$ cat config.mk
export PLATFORM = sky130hd
export DESIGN_NAME = udp_top_hls_deadlock_reporter
export DESIGN_NICKNAME = d
export VERILOG_FILES = /design/src/rtl/udp_top_hls_deadlock_reporter.sv
export SDC_FILE = /design/constraint.sdc
export NUM_CORES = 1
export LEC_CHECK = 0
export ABC_AREA = 1
export CORE_ASPECT_RATIO = 2
export CORE_MARGIN = 2
export CORE_UTILIZATION = 52
export CTS_CLUSTER_SIZE = 16
export DETAILED_ROUTE_END_ITERATION = 6
export PLACE_DENSITY = 0.85
export SETUP_SLACK_MARGIN = 0.15
export SYNTH_ARGS = -nofsm -noshare
export SYNTH_HDL_FRONTEND = slang
export SYNTH_SLANG_ARGS = --single-unit
$ cat constraint.sdc
create_clock -name clock -period 2.4 [get_ports clock]
set_input_delay 0.24 -clock clock [delete_from_list [all_inputs] [get_ports clock]]
set_output_delay 0.24 -clock clock [all_outputs]
set_load 0.005 [all_outputs]
$ cat src/rtl/udp_top_hls_deadlock_reporter.sv
// Deadlock reporter for udp_top: qualifies the monitor's block level over a
// persistence threshold and emits one frozen snapshot per deadlock episode.
module udp_top_hls_deadlock_reporter #(
  parameter int THRESHOLD = 16,
  parameter int CNT_W     = 16
) (
  input  logic              clock,
  input  logic              reset,
  input  logic              block,
  input  logic [7:0]        axis_block_sigs,
  input  logic [17:0]       inst_idle_sigs,
  input  logic [10:0]       inst_block_sigs,
  output logic              report_valid,
  input  logic              report_ready,
  output logic [7:0]        report_axis,
  output logic [17:0]       report_idle,
  output logic [10:0]       report_chan,
  output logic [7:0]        report_seq,
  output logic              deadlock_active,
  output logic [CNT_W-1:0]  event_count
);

  typedef enum logic [1:0] {
    ARMED   = 2'd0,
    QUALIFY = 2'd1,
    REPORT  = 2'd2,
    HOLD    = 2'd3
  } state_t;

  localparam logic [CNT_W-1:0] ZERO_C     = {CNT_W{1'b0}};
  localparam logic [CNT_W-1:0] ONE_C      = CNT_W'(32'd1);
  localparam logic [CNT_W-1:0] SAT_C      = {CNT_W{1'b1}};
  localparam logic [CNT_W-1:0] THRESH_M1_C = CNT_W'(THRESHOLD - 1);

  state_t           state_r;
  state_t           state_next_s;
  logic [CNT_W-1:0] qcnt_r;
  logic [CNT_W-1:0] qcnt_next_s;
  logic             enter_report_s;
  logic             report_valid_r;
  logic             deadlock_active_r;
  logic [7:0]       report_axis_r;
  logic [17:0]      report_idle_r;
  logic [10:0]      report_chan_r;
  logic [7:0]       report_seq_r;
  logic [7:0]       seq_cnt_r;
  logic [CNT_W-1:0] event_count_r;

  // Next-state and qualify-counter logic
  always_comb begin
    state_next_s   = state_r;
    qcnt_next_s    = qcnt_r;
    enter_report_s = 1'b0;
    case (state_r)
      ARMED: begin
        if (block) begin
          if (THRESHOLD == 1) begin
            state_next_s   = REPORT;
            enter_report_s = 1'b1;
          end else begin
            state_next_s = QUALIFY;
            qcnt_next_s  = ONE_C;
          end
        end else begin
          state_next_s = ARMED;
        end
      end
      QUALIFY: begin
        if (!block) begin
          state_next_s = ARMED;
          qcnt_next_s  = ZERO_C;
        end else if (qcnt_r == THRESH_M1_C) begin
          state_next_s   = REPORT;
          qcnt_next_s    = ZERO_C;
          enter_report_s = 1'b1;
        end else begin
          qcnt_next_s = qcnt_r + ONE_C;
        end
      end
      REPORT: begin
        // report_valid is always high here, so ready alone completes the transfer
        if (report_ready) begin
          state_next_s = block ? HOLD : ARMED;
        end else begin
          state_next_s = REPORT;
        end
      end
      HOLD: begin
        if (!block) begin
          state_next_s = ARMED;
        end else begin
          state_next_s = HOLD;
        end
      end
      default: begin
        state_next_s = ARMED;
        qcnt_next_s  = ZERO_C;
      end
    endcase
  end

  // State, qualify counter and status flags
  always_ff @(posedge clock) begin
    if (reset) begin
      state_r           <= ARMED;
      qcnt_r            <= ZERO_C;
      report_valid_r    <= 1'b0;
      deadlock_active_r <= 1'b0;
    end else begin
      state_r           <= state_next_s;
      qcnt_r            <= qcnt_next_s;
      report_valid_r    <= (state_next_s == REPORT);
      deadlock_active_r <= (state_next_s == REPORT) || (state_next_s == HOLD);
    end
  end

  // Snapshot capture, sequence numbering and saturating event count
  always_ff @(posedge clock) begin
    if (reset) begin
      report_axis_r <= 8'd0;
      report_idle_r <= 18'd0;
      report_chan_r <= 11'd0;
      report_seq_r  <= 8'd0;
      seq_cnt_r     <= 8'd0;
      event_count_r <= ZERO_C;
    end else if (enter_report_s) begin
      report_axis_r <= axis_block_sigs;
      report_idle_r <= inst_idle_sigs;
      report_chan_r <= inst_block_sigs;
      report_seq_r  <= seq_cnt_r;
      seq_cnt_r     <= seq_cnt_r + 8'd1;
      event_count_r <= (event_count_r == SAT_C) ? event_count_r : event_count_r + ONE_C;
    end else begin
      report_axis_r <= report_axis_r;
      report_idle_r <= report_idle_r;
      report_chan_r <= report_chan_r;
      report_seq_r  <= report_seq_r;
      seq_cnt_r     <= seq_cnt_r;
      event_count_r <= event_count_r;
    end
  end

  assign report_valid    = report_valid_r;
  assign deadlock_active = deadlock_active_r;
  assign report_axis     = report_axis_r;
  assign report_idle     = report_idle_r;
  assign report_chan     = report_chan_r;
  assign report_seq      = report_seq_r;
  assign event_count     = event_count_r;

endmodule
==> qor.txt, run 1 <==
======================================================================================
CTS buffer count ........................................................            9
Arr. time, crit path ....................................................      2160 ps
Kind of end point of the critical path ..................................         flop
Period Utilization, post-route ..........................................        79.6%
Crit Path Category ...................................................... flop to flop
Switching power .........................................................   0.000591 W
Syn nets ................................................................          592
Post-synthesis area per instance ........................................   7.07 sq um
Syn Std Cell Area .......................................................   3880 sq um
Worst min-delay path class .............................................. input port to flop
Detailed Routing Iterations Pass 1 ......................................            4
Total number of placement rows ..........................................           44
Placed wire-length estimate .............................................      7490 um
Post-CTS sizing .........................................................            0
Clock group share of total power ........................................        46.7%
Outcome ................................................................. complete, no violations
Number of max-slew violations in the final report .......................            0
Final Total Pwr .........................................................    0.00298 W
Worst-case clock skew ...................................................      4.37 ps
Total die area ..........................................................   8200 sq um
Internal reg-to-reg setup slack .........................................       490 ps
Minimum clock period ....................................................      1910 ps
Count of yosys warnings during synthesis ................................            0
Area share of the largest cell type after synthesis .....................        45.4%
Post-Syn Instances ......................................................          548
Largest delay share family, worst path .................................. simple AND/OR/NAND/NOR gates
CTS clk-pin slew, worst paths ...........................................        60 ps
Sw Ratio ................................................................        19.8%
Share of layout cells above drive strength 1 ............................        5.51%
Number of antenna violations at the first check in global routing .......            0
Vias after detailed routing .............................................        3,873
Buffers & Inverters on Critical Path ....................................            1
Library cell contributing the largest single delay on the critical path . sky130_fd_sc_hd__inv_2
Share of synthesized area occupied by flip-flops and latches ............        45.4%
Unrepaired setup endpoints after global routing .........................        false
Start point of the critical path ........................................    qcnt_r[0]
Final setup fails .......................................................            0
Pleak ...................................................................      1.78 nW
Depth of the critical timing path with buffers and inverters included ...            8
Most common cell after layout, fill and taps aside ...................... sky130_fd_sc_hd__nand2_1
Core ar. ................................................................   7270 sq um
Reg2reg path depth ......................................................            8
Destination of the worst register-to-register timing path ............... report_idle[15]
MaxCap Viol Count .......................................................            0
Antenna cells ...........................................................            0
Global-route wire length before repair ..................................    16,600 um
CTS Buffer Depth ........................................................            2
Biggest area consumer among synthesized cells ........................... sky130_fd_sc_hd__dfxtp_1
Int Power ...............................................................    0.00239 W
Cells traversed along the worst timing path ............................. ha_1, nand3_2, nor2_1, nand3_1, nor2_4, inv_2, nand2_1, a21oi_1
DIE WIDTH ...............................................................      65.1 um
Final worst setup slack .................................................       490 ps
Vias per cell ...........................................................         5.20
Setup Slack @ Placement .................................................       480 ps
Register cell area after layout .........................................   1760 sq um
Most used cells in the layout excluding fill and tap cells .............. sky130_fd_sc_hd__nand2_1, sky130_fd_sc_hd__clkdlybuf4s50_1, sky130_fd_sc_hd__dfxtp_1
Flip-flop and latch count after synthesis ...............................           88
Initial Util ............................................................        53.3%
Total overflow reported by the global router ............................            0
Antenna viol nets, final ................................................            0
Hold Vio Cnt, Final .....................................................            0
Peak clock frequency supported by timing ................................      524 MHz
Total routing usage reported by global routing ..........................        25.6%
Max-Slew Margin vs Limit ................................................        53.6%
Fraction of power consumed by combinational cells .......................         4.1%
Transition time at the pin with the least slew margin ...................       695 ps
Average wire length per cell after detail routing .......................      13.6 um
Number of top-level design ports ........................................          104
Floorplan die height ....................................................       126 um
Starting DRC count in detailed routing ..................................          254
Pin count of the biggest net entering global routing ....................           45
Filler cell count .......................................................          579
HP Start ................................................................        reset
Number of global-route vias before repair ...............................        3,753
Post-CTS Repair Setup Buffers ...........................................            0
Crit path launch type ...................................................         flop
CTS root buffer ......................................................... sky130_fd_sc_hd__clkbuf_16
Largest vdd supply drop .................................................   0.000703 V
Stage delay of the slowest cell on the critical path ....................       510 ps
Combined area of the multi-input logic cells ............................   1850 sq um
Clock tree from TritonCTS ...............................................         done
Clock insertion delay at the later pin of the skew report ...............       340 ps
Seq pwr share ...........................................................        49.2%
Pwr per Cell Area .......................................................  569 nW/um^2
Maximum fanout along the worst path .....................................           44
P&R area growth vs syn ..................................................        35.1%
R2r startpoint ..........................................................    qcnt_r[0]
Sum of routed wire length over all layers ...............................    10,100 um
Number of hold buffers added after cts ..................................            0
H-tree lvl count ........................................................            3
Required time reported for the critical path endpoint ...................      2650 ps
Top area cells in the synthesized netlist ............................... sky130_fd_sc_hd__dfxtp_1, sky130_fd_sc_hd__nand2_1, sky130_fd_sc_hd__a21oi_1
Remaining design rule violation count ...................................            0
Quantity of I/O buffers inserted on ports ...............................          103
Last element of the critical path ....................................... report_idle[15]
TritonCTS sink count ....................................................           88
Post-synth cell types ...................................................           31
Last weighted congestion value of the routability-driven placer .........        0.845
Net count, final ........................................................          692
Sum Neg Setup Slack .....................................................         0 ps
======================================================================================
==> registers in the layout, summed over array words and instances (netlist names) <==
| signal | cells |
|---|---|
| report_idle | 18 |
| state_r | 2 |
| report_chan | 11 |
| report_seq | 8 |
| report_axis | 8 |
| report_valid | 1 |
| event_count | 16 |
| qcnt_r | 16 |
| seq_cnt_r | 8 |
==> cells by family after synthesis <==
| kind of cell | count (synthesis) | share of synthesized area, % |
|---|---|---|
| fa+ha+maj | 3 | 0.968 |
| xor+xnor | 13 | 2.94 |
| simple gates | 292 | 31.1 |
| flops | 88 | 45.4 |
| compound gates | 95 | 12.7 |
| buf+inv | 57 | 6.84 |
==> per-layer routing <==
layer,share of wire (%),global-route usage [%],vias up
met5,0,0,-
met4,3.4,12.6,0
met3,4.2,6.07,27
met2,55,47.9,114
met1,37,25.4,1769
li1,-,-,1963
==> synth_stat cells, drive strengths merged <==
cell and n:
a31oi 3, nand3 27, ha 3, clkbuf 11, nor4 1, nand4 7, nor2 71, xor2 8
a21oi 72, nor3 8, a21boi 1, xnor2 5, o21ai 18, nand2 176, buf 8, dfxtp 88
and3 1, inv 38, o22ai 1, or2 1
==> power groups by stage <==
stage	logic (W)	clock network (W)	registers, W
floorplan	0.0000423	0	0.00150
global placement	0.000121	0	0.00150
detailed placement	0.000122	0	0.00150
CTS	0.000124	0.00141	0.00147
global route	0.000135	0.00148	0.00147
finish	0.000124	0.00139	0.00147
==> stage by stage <==
step	instance area, sq um	instances	hold slack (ps)	utilization (%)
after CTS	5240	745	303	72.1
final	5240	745	314	72.1
after global routing	5240	745	343	72.1
after detailed placement	4940	729	454	67.9
after global placement	4940	729	448	67.9
after floorplan	3880	548	387	-
==> final cells by class <==
cell class	count	share of cell area (%)
multi-input cells	403	35.4
flip-flops and latches	88	33.6
repair buffers	108	20.3
clock buffers	13	4.97
inverters	38	2.72
well taps	92	2.20
clock inverters	3	0.764
==> worst min path at each step <==
stage	endpoint	cells past startpoint	slack (ps)
2_1_floorplan	report_chan[6]	2	390
3_5_place_dp	report_idle[9]	2	450
3_3_place_gp	report_idle[9]	2	450
6_report	report_chan[0]	2	310
5_1_grt	state_r[0]	2	340
4_1_cts	report_idle[2]	2	300
Note: power is estimated with default switching activity, not from simulation.
==> inputs of run 2 (changes only) <==
CORE_UTILIZATION = 44   (was 52)
PLACE_DENSITY = 0.77   (was 0.85)
clock period = 1.6 ns   (was 2.4 ns; I/O delays follow)
==> qor.txt, run 2 (synthesis results as in run 1) <==
================================================================================
CTS clk-pin slew, worst paths .....................................        70 ps
Crit path launch type .............................................         flop
Final Core Density ................................................        73.8%
Global-route wire length before repair ............................    19,400 um
Arr. time, crit path ..............................................      2010 ps
Worst-case clock skew .............................................      9.19 ps
Most used cells in the layout excluding fill and tap cells ........ sky130_fd_sc_hd__nand2_1, sky130_fd_sc_hd__clkdlybuf4s50_1, sky130_fd_sc_hd__dfxtp_1
Filler cell count .................................................          618
Failing checks .................................................... setup timing
Period Utilization, post-route ....................................         109%
Clock tree from TritonCTS .........................................         done
Grt peak-use layer ................................................         met2
Max reg flops .....................................................           18
Vias per cell .....................................................         5.50
Maximum fanout along the worst path ...............................            7
Transition time at the pin with the least slew margin .............       587 ps
Net count, final ..................................................          743
Final hold slack ..................................................       226 ps
Pleak .............................................................      2.20 nW
Most common cell after layout, fill and taps aside ................ sky130_fd_sc_hd__nand2_1
Fraction of met3 tracks used by global routing ....................        3.61%
Number of top-level design ports ..................................          104
Max-Slew Margin vs Limit ..........................................        60.8%
Antenna viol nets, final ..........................................            0
Outcome ........................................................... finished, violations left
Total routing usage reported by global routing ....................        25.2%
Required time reported for the critical path endpoint .............      1860 ps
Number of antenna violations at the first check in global routing .            0
Placed wire-length estimate .......................................      8240 um
Final worst setup slack ...........................................      -149 ps
Antenna cells .....................................................            0
Total number of placement rows ....................................           48
Quantity of I/O buffers inserted on ports .........................          103
Number of global-route vias before repair .........................        4,253
Unrepaired setup endpoints after global routing ...................         true
Vias after detailed routing .......................................        4,425
CTS Buffer Depth ..................................................            2
P&R area growth vs syn ............................................        63.5%
Remaining design rule violation count .............................            0
Peak clock frequency supported by timing ..........................      572 MHz
H-tree lvl count ..................................................            3
Initial Util ......................................................        45.1%
MaxCap Viol Count .................................................            0
Placed insts ......................................................          771
Clock insertion delay at the later pin of the skew report .........       340 ps
Average wire length per cell after detail routing .................      17.5 um
Pin count of the biggest net entering global routing ..............           33
CTS root buffer ................................................... sky130_fd_sc_hd__clkbuf_16
Sum Neg Setup Slack ...............................................     -4320 ps
Number of hold buffers added after cts ............................            0
DIE WIDTH .........................................................      70.4 um
Pwr per Cell Area .................................................  751 nW/um^2
Largest vdd supply drop ...........................................   0.000627 V
Met2 GRT Util .....................................................        49.6%
Minimum clock period ..............................................      1750 ps
Last weighted congestion value of the routability-driven placer ...        0.919
Crit Path Category ................................................ flop to flop
Kind of end point of the critical path ............................         flop
Core ar. ..........................................................   8590 sq um
Number of max-slew violations in the final report .................            0
Sum of routed wire length over all layers .........................    14,100 um
Hold Vio Cnt, Final ...............................................            0
Routing usage on met1 .............................................        23.8%
CTS buffer count ..................................................            9
Detailed Routing Iterations Pass 1 ................................            5
Total die area ....................................................   9620 sq um
Floorplan die height ..............................................       137 um
Worst min-delay path class ........................................ input port to flop
Non-Filler Instances ..............................................          804
Final setup fails .................................................           68
Share of layout cells above drive strength 1 ......................        27.4%
TritonCTS sink count ..............................................           88
Total overflow reported by the global router ......................            0
Starting DRC count in detailed routing ............................          285
================================================================================
-- run 2: cell count changes in the layout (fill, tap and decap cells not counted), moves of 8 or more --
cell	change
sky130_fd_sc_hd__o21ai_0	-8
sky130_fd_sc_hd__a21oi_1	-21
sky130_fd_sc_hd__nand3_1	-16
sky130_fd_sc_hd__nor2_1	-21
sky130_fd_sc_hd__nor2_4	+12
sky130_fd_sc_hd__nor2_2	+9
sky130_fd_sc_hd__dfxtp_2	+18
sky130_fd_sc_hd__dfxtp_1	-18
sky130_fd_sc_hd__buf_4	+30
sky130_fd_sc_hd__nand2_1	-15
sky130_fd_sc_hd__nand3_2	+9
sky130_fd_sc_hd__a21oi_2	+20
sky130_fd_sc_hd__nand2_2	+10
sky130_fd_sc_hd__buf_6	+12
-- run 2: layer usage --
| metal | wire, um | part of all wire, % |
|---|---|---|
| met1 | 4600 | 33 |
| met2 | 8030 | 57 |
| met3 | 682 | 4.8 |
| met4 | 776 | 5.5 |
| met5 | 0 | 0 |
-- run 2: stage by stage --
stage,setup slack [ps],total power [W],cell area [sq um]
after global placement,-44.9,0.00245,5250
after global routing,-207,0.00488,6340
after detailed placement,-99.1,0.00245,5250
after CTS,12.5,0.00474,5920
after floorplan,163,0.00231,3900
final,-149,0.00476,6340
-- run 2: report_power, final --
group | leakage [nW] | switching (W) | total [W] | internal [W]
Sequential | 0.718 | 0.00000485 | 0.00220 | 0.00219
Combinational | 1.33 | 0.000124 | 0.000253 | 0.000128
Clock | 0.151 | 0.000892 | 0.00231 | 0.00142
-- run 2: area by class of cell --
cell class                 count  area (sq um)  share of cell area (%)
clock buffer                  10           239                    3.77
timing repair inverter         1          7.51                   0.118
timing repair buffer         158          1600                    25.3
inverter                      38           158                    2.49
tap                          100           125                    1.97
sequential                    88          1780                    28.2
clock inverter                 6          91.3                    1.44
multi-input combinational    403          2330                    36.7
-- run 2: what timing repair did --
item                                    in CTS  in global routing
endpoints found under the setup margin      95                 94
resized for setup                           70                 95
gates cloned                                 3                  2
pin swaps                                    7                 22
setup buffers                               10                  2
-- run 2: worst paths after layout --
kind / startpoint / to / slack [ps] / depth (start not counted)
worst max-delay path: qcnt_r[7] / event_count[13] / -150 / 9
worst max register to register: qcnt_r[7] / event_count[13] / -150 / 9
worst min register to register: report_axis[1] / report_axis[1] / 460 / 2
worst min-delay path: reset / report_seq[5] / 230 / 2
-- run 2: worst max-delay path, cell delays in order, from the launching register on --
cell	delay (ps)
sky130_fd_sc_hd__dfxtp_1	330
sky130_fd_sc_hd__nor2_1	170
sky130_fd_sc_hd__nand2_1	130
sky130_fd_sc_hd__nor2_4	170
sky130_fd_sc_hd__nand3_4	100
sky130_fd_sc_hd__nor2_4	170
sky130_fd_sc_hd__buf_6	170
sky130_fd_sc_hd__buf_16	130
sky130_fd_sc_hd__nand3_1	110
sky130_fd_sc_hd__a21oi_2	170
==> inputs of run 3 (changes only) <==
ABC_AREA = 0   (was 1)
CORE_UTILIZATION = 45   (was 44)
==> qor.txt, run 3 <==
================================================================================
Clock tree from TritonCTS .........................................         done
Crit path launch type .............................................         flop
Antenna cells .....................................................            0
Number of global-route vias before repair .........................        4,686
Transition time at the pin with the least slew margin .............       396 ps
Final Core Density ................................................        78.0%
HP Start ..........................................................        reset
Total die area .................................................... 10,400 sq um
Share of layout cells above drive strength 1 ......................        42.1%
Internal reg-to-reg setup slack ...................................      -260 ps
Minimum clock period ..............................................      1860 ps
R2r startpoint ....................................................    qcnt_r[1]
Async SR Flop Fraction ............................................           0%
Arr. time, crit path ..............................................      2070 ps
Post-synth cell types .............................................           51
Remaining design rule violation count .............................            0
Net count, final ..................................................          713
Non-Filler Instances ..............................................          776
Post-synth EDFFs ..................................................            0
Core ar. ..........................................................   9320 sq um
Destination of the worst register-to-register timing path .........   qcnt_r[13]
Final worst setup slack ...........................................      -255 ps
Filler cell count .................................................          531
Pwr per Cell Area .................................................  620 nW/um^2
P&R area growth vs syn ............................................        69.8%
Floorplan die height ..............................................       142 um
CTS clk-pin slew, worst paths .....................................        60 ps
Last weighted congestion value of the routability-driven placer ...        0.916
Hold Vio Cnt, Final ...............................................            0
Antenna viol nets, final ..........................................            0
Maximum fanout along the worst path ...............................           26
Post-synthesis area per instance ..................................   8.58 sq um
Syn nets ..........................................................          543
Period Utilization, post-route ....................................         116%
Global-route wire length before repair ............................    22,900 um
Most used DFF post-synth .......................................... sky130_fd_sc_hd__dfxtp_1
DIE WIDTH .........................................................      73.0 um
Placed wire-length estimate .......................................      9390 um
Detailed Routing Iterations Pass 1 ................................            5
Failing checks .................................................... setup timing
Vias per cell .....................................................         6.26
Starting DRC count in detailed routing ............................          379
Worst Hold End ....................................................   qcnt_r[11]
CTS root buffer ................................................... sky130_fd_sc_hd__clkbuf_16
Top area cells in the synthesized netlist ......................... sky130_fd_sc_hd__dfxtp_1, sky130_fd_sc_hd__a21oi_1, sky130_fd_sc_hd__nand3_1
Most used cells in the layout excluding fill and tap cells ........ sky130_fd_sc_hd__clkdlybuf4s50_1, sky130_fd_sc_hd__buf_4, sky130_fd_sc_hd__dfxtp_1
Worst-case clock skew .............................................      7.04 ps
Commonest cells post-synth ........................................ sky130_fd_sc_hd__dfxtp_1, sky130_fd_sc_hd__a21oi_1, sky130_fd_sc_hd__nand3_1
CTS buffer count ..................................................            9
Peak clock frequency supported by timing ..........................      539 MHz
Flip-flop and latch count after synthesis .........................           88
TritonCTS sink count ..............................................           88
Kind of end point of the critical path ............................         flop
Share of synthesized area occupied by flip-flops and latches ......        41.1%
Outcome ........................................................... finished, violations left
Count of yosys warnings during synthesis ..........................            0
Clock insertion delay at the later pin of the skew report .........       340 ps
Post-Syn Instances ................................................          499
Dominant cell by count in the synthesized netlist ................. sky130_fd_sc_hd__dfxtp_1
CTS Buffer Depth ..................................................            2
Pin count of the biggest net entering global routing ..............           32
Worst min-delay path class ........................................ input port to flop
Crit Path Category ................................................ flop to flop
Max-Slew Margin vs Limit ..........................................        73.4%
Total routing usage reported by global routing ....................        28.0%
Final setup fails .................................................           85
Placed insts ......................................................          741
Number of top-level design ports ..................................          104
MaxCap Viol Count .................................................            0
Required time reported for the critical path endpoint .............      1820 ps
Sum of routed wire length over all layers .........................    16,100 um
Reg2reg path depth ................................................            7
Unrepaired setup endpoints after global routing ...................         true
Initial Util ......................................................        45.9%
Biggest area consumer among synthesized cells ..................... sky130_fd_sc_hd__dfxtp_1
Total overflow reported by the global router ......................            0
Average wire length per cell after detail routing .................      20.7 um
Max reg flops .....................................................           18
Number of antenna violations at the first check in global routing .            0
Total number of placement rows ....................................           50
Largest vdd supply drop ...........................................   0.000680 V
Quantity of I/O buffers inserted on ports .........................          103
Syn Std Cell Area .................................................   4280 sq um
Vias after detailed routing .......................................        4,859
Worst hold path cell count ........................................            2
Pleak .............................................................      2.56 nW
Area share of the largest cell type after synthesis ...............        41.1%
Number of max-slew violations in the final report .................            0
Most common cell after layout, fill and taps aside ................ sky130_fd_sc_hd__clkdlybuf4s50_1
H-tree lvl count ..................................................            3
================================================================================
[run 3: cell types whose count changed in the layout (fill, tap and decap cells not counted), sizes merged, moves of 8 or more]
cell,previous run,this run
nand2,176,15
nor2,71,19
buf,54,99
o21ai,18,55
inv,39,5
nand3,27,59
nor4,1,23
nor2b,0,15
mux2,0,14
nand4,7,21
a21oi,72,61
or3,0,9
clkdlybuf4s50,96,88
[run 3: metrics by stage]
stage	area, sq um	power, W	worst slack (ps)	TNS [ps]	hold WS, ps
5_1_grt	7270	0.00462	-286	-16810	263
3_5_place_dp	5970	0.00254	-350	-18660	464
4_1_cts	6690	0.00446	-208	-8120	217
2_1_floorplan	4420	0.00236	-111	-738	304
6_report	7270	0.00451	-255	-12610	253
3_3_place_gp	5970	0.00253	-318	-15740	457
[run 3: critical path, stage by stage, from the launching register on]
cell and delay [ps]:
sky130_fd_sc_hd__dfxtp_4 350, sky130_fd_sc_hd__ha_4 160, sky130_fd_sc_hd__and3_4 190, sky130_fd_sc_hd__nand4_4 100
sky130_fd_sc_hd__buf_12 160, sky130_fd_sc_hd__bufbuf_16 340, sky130_fd_sc_hd__nand4_1 120, sky130_fd_sc_hd__o311ai_1 310
[run 3: final cells by class]
| type | instances | area [sq um] | area share, % |
|---|---|---|---|
| Timing Repair Buffer | 204 | 1980 | 27.3 |
| Clock buffer | 11 | 254 | 3.49 |
| Multi-Input combinational cell | 361 | 3050 | 42.0 |
| Sequential cell | 88 | 1810 | 25.0 |
| Inverter | 5 | 18.8 | 0.258 |
| Clock inverter | 3 | 17.5 | 0.241 |
| Tap cell | 104 | 130 | 1.79 |
[run 3: worst max-delay path by stage]
stage | cells past startpoint | end | start
floorplan | 6 | event_count[2] | qcnt_r[11]
global placement | 5 | seq_cnt_r[5] | qcnt_r[14]
detailed placement | 5 | seq_cnt_r[4] | qcnt_r[14]
CTS | 6 | event_count[8] | qcnt_r[5]
global route | 7 | qcnt_r[13] | qcnt_r[1]
finish | 7 | qcnt_r[13] | qcnt_r[1]
[run 3: cell families after synthesis]
logic type               share of synthesized area (%)
AO/OA/AOI/OAI                                     17.7
XOR/XNOR                                         0.614
adder cells (fa/ha/maj)                          0.877
buffers and inverters                             5.44
flip-flops                                        41.1
multiplexers                                      3.92
AND/OR/NAND/NOR                                   30.4
[run 3: metal layers]
layer	up-vias	share of wire, %	wire length [um]	GRT usage (%)
li1	2200	-	-	-
met1	2370	35	5580	29.9
met2	230	56	8960	49.8
met3	59	5.1	814	4.39
met4	0	4.3	696	16.9
met5	-	0	0	0
[run 3: power breakdown]
part           internal (W)  total, W  leakage (nW)  switching, W
registers           0.00218   0.00219         0.725    0.00000754
logic              0.000151  0.000348          1.70      0.000197
clock network       0.00112   0.00196         0.132      0.000840
total               0.00346   0.00451          2.56       0.00105
[run 3: what timing repair did]
action | 4_1_cts | 5_1_grt
cloned | 1 | 4
pin swaps | 26 | 63
setup endpoints to repair | 96 | 92
resized for setup | 102 | 114
hold buffers | 0 | 0
buffers inserted | 12 | 4
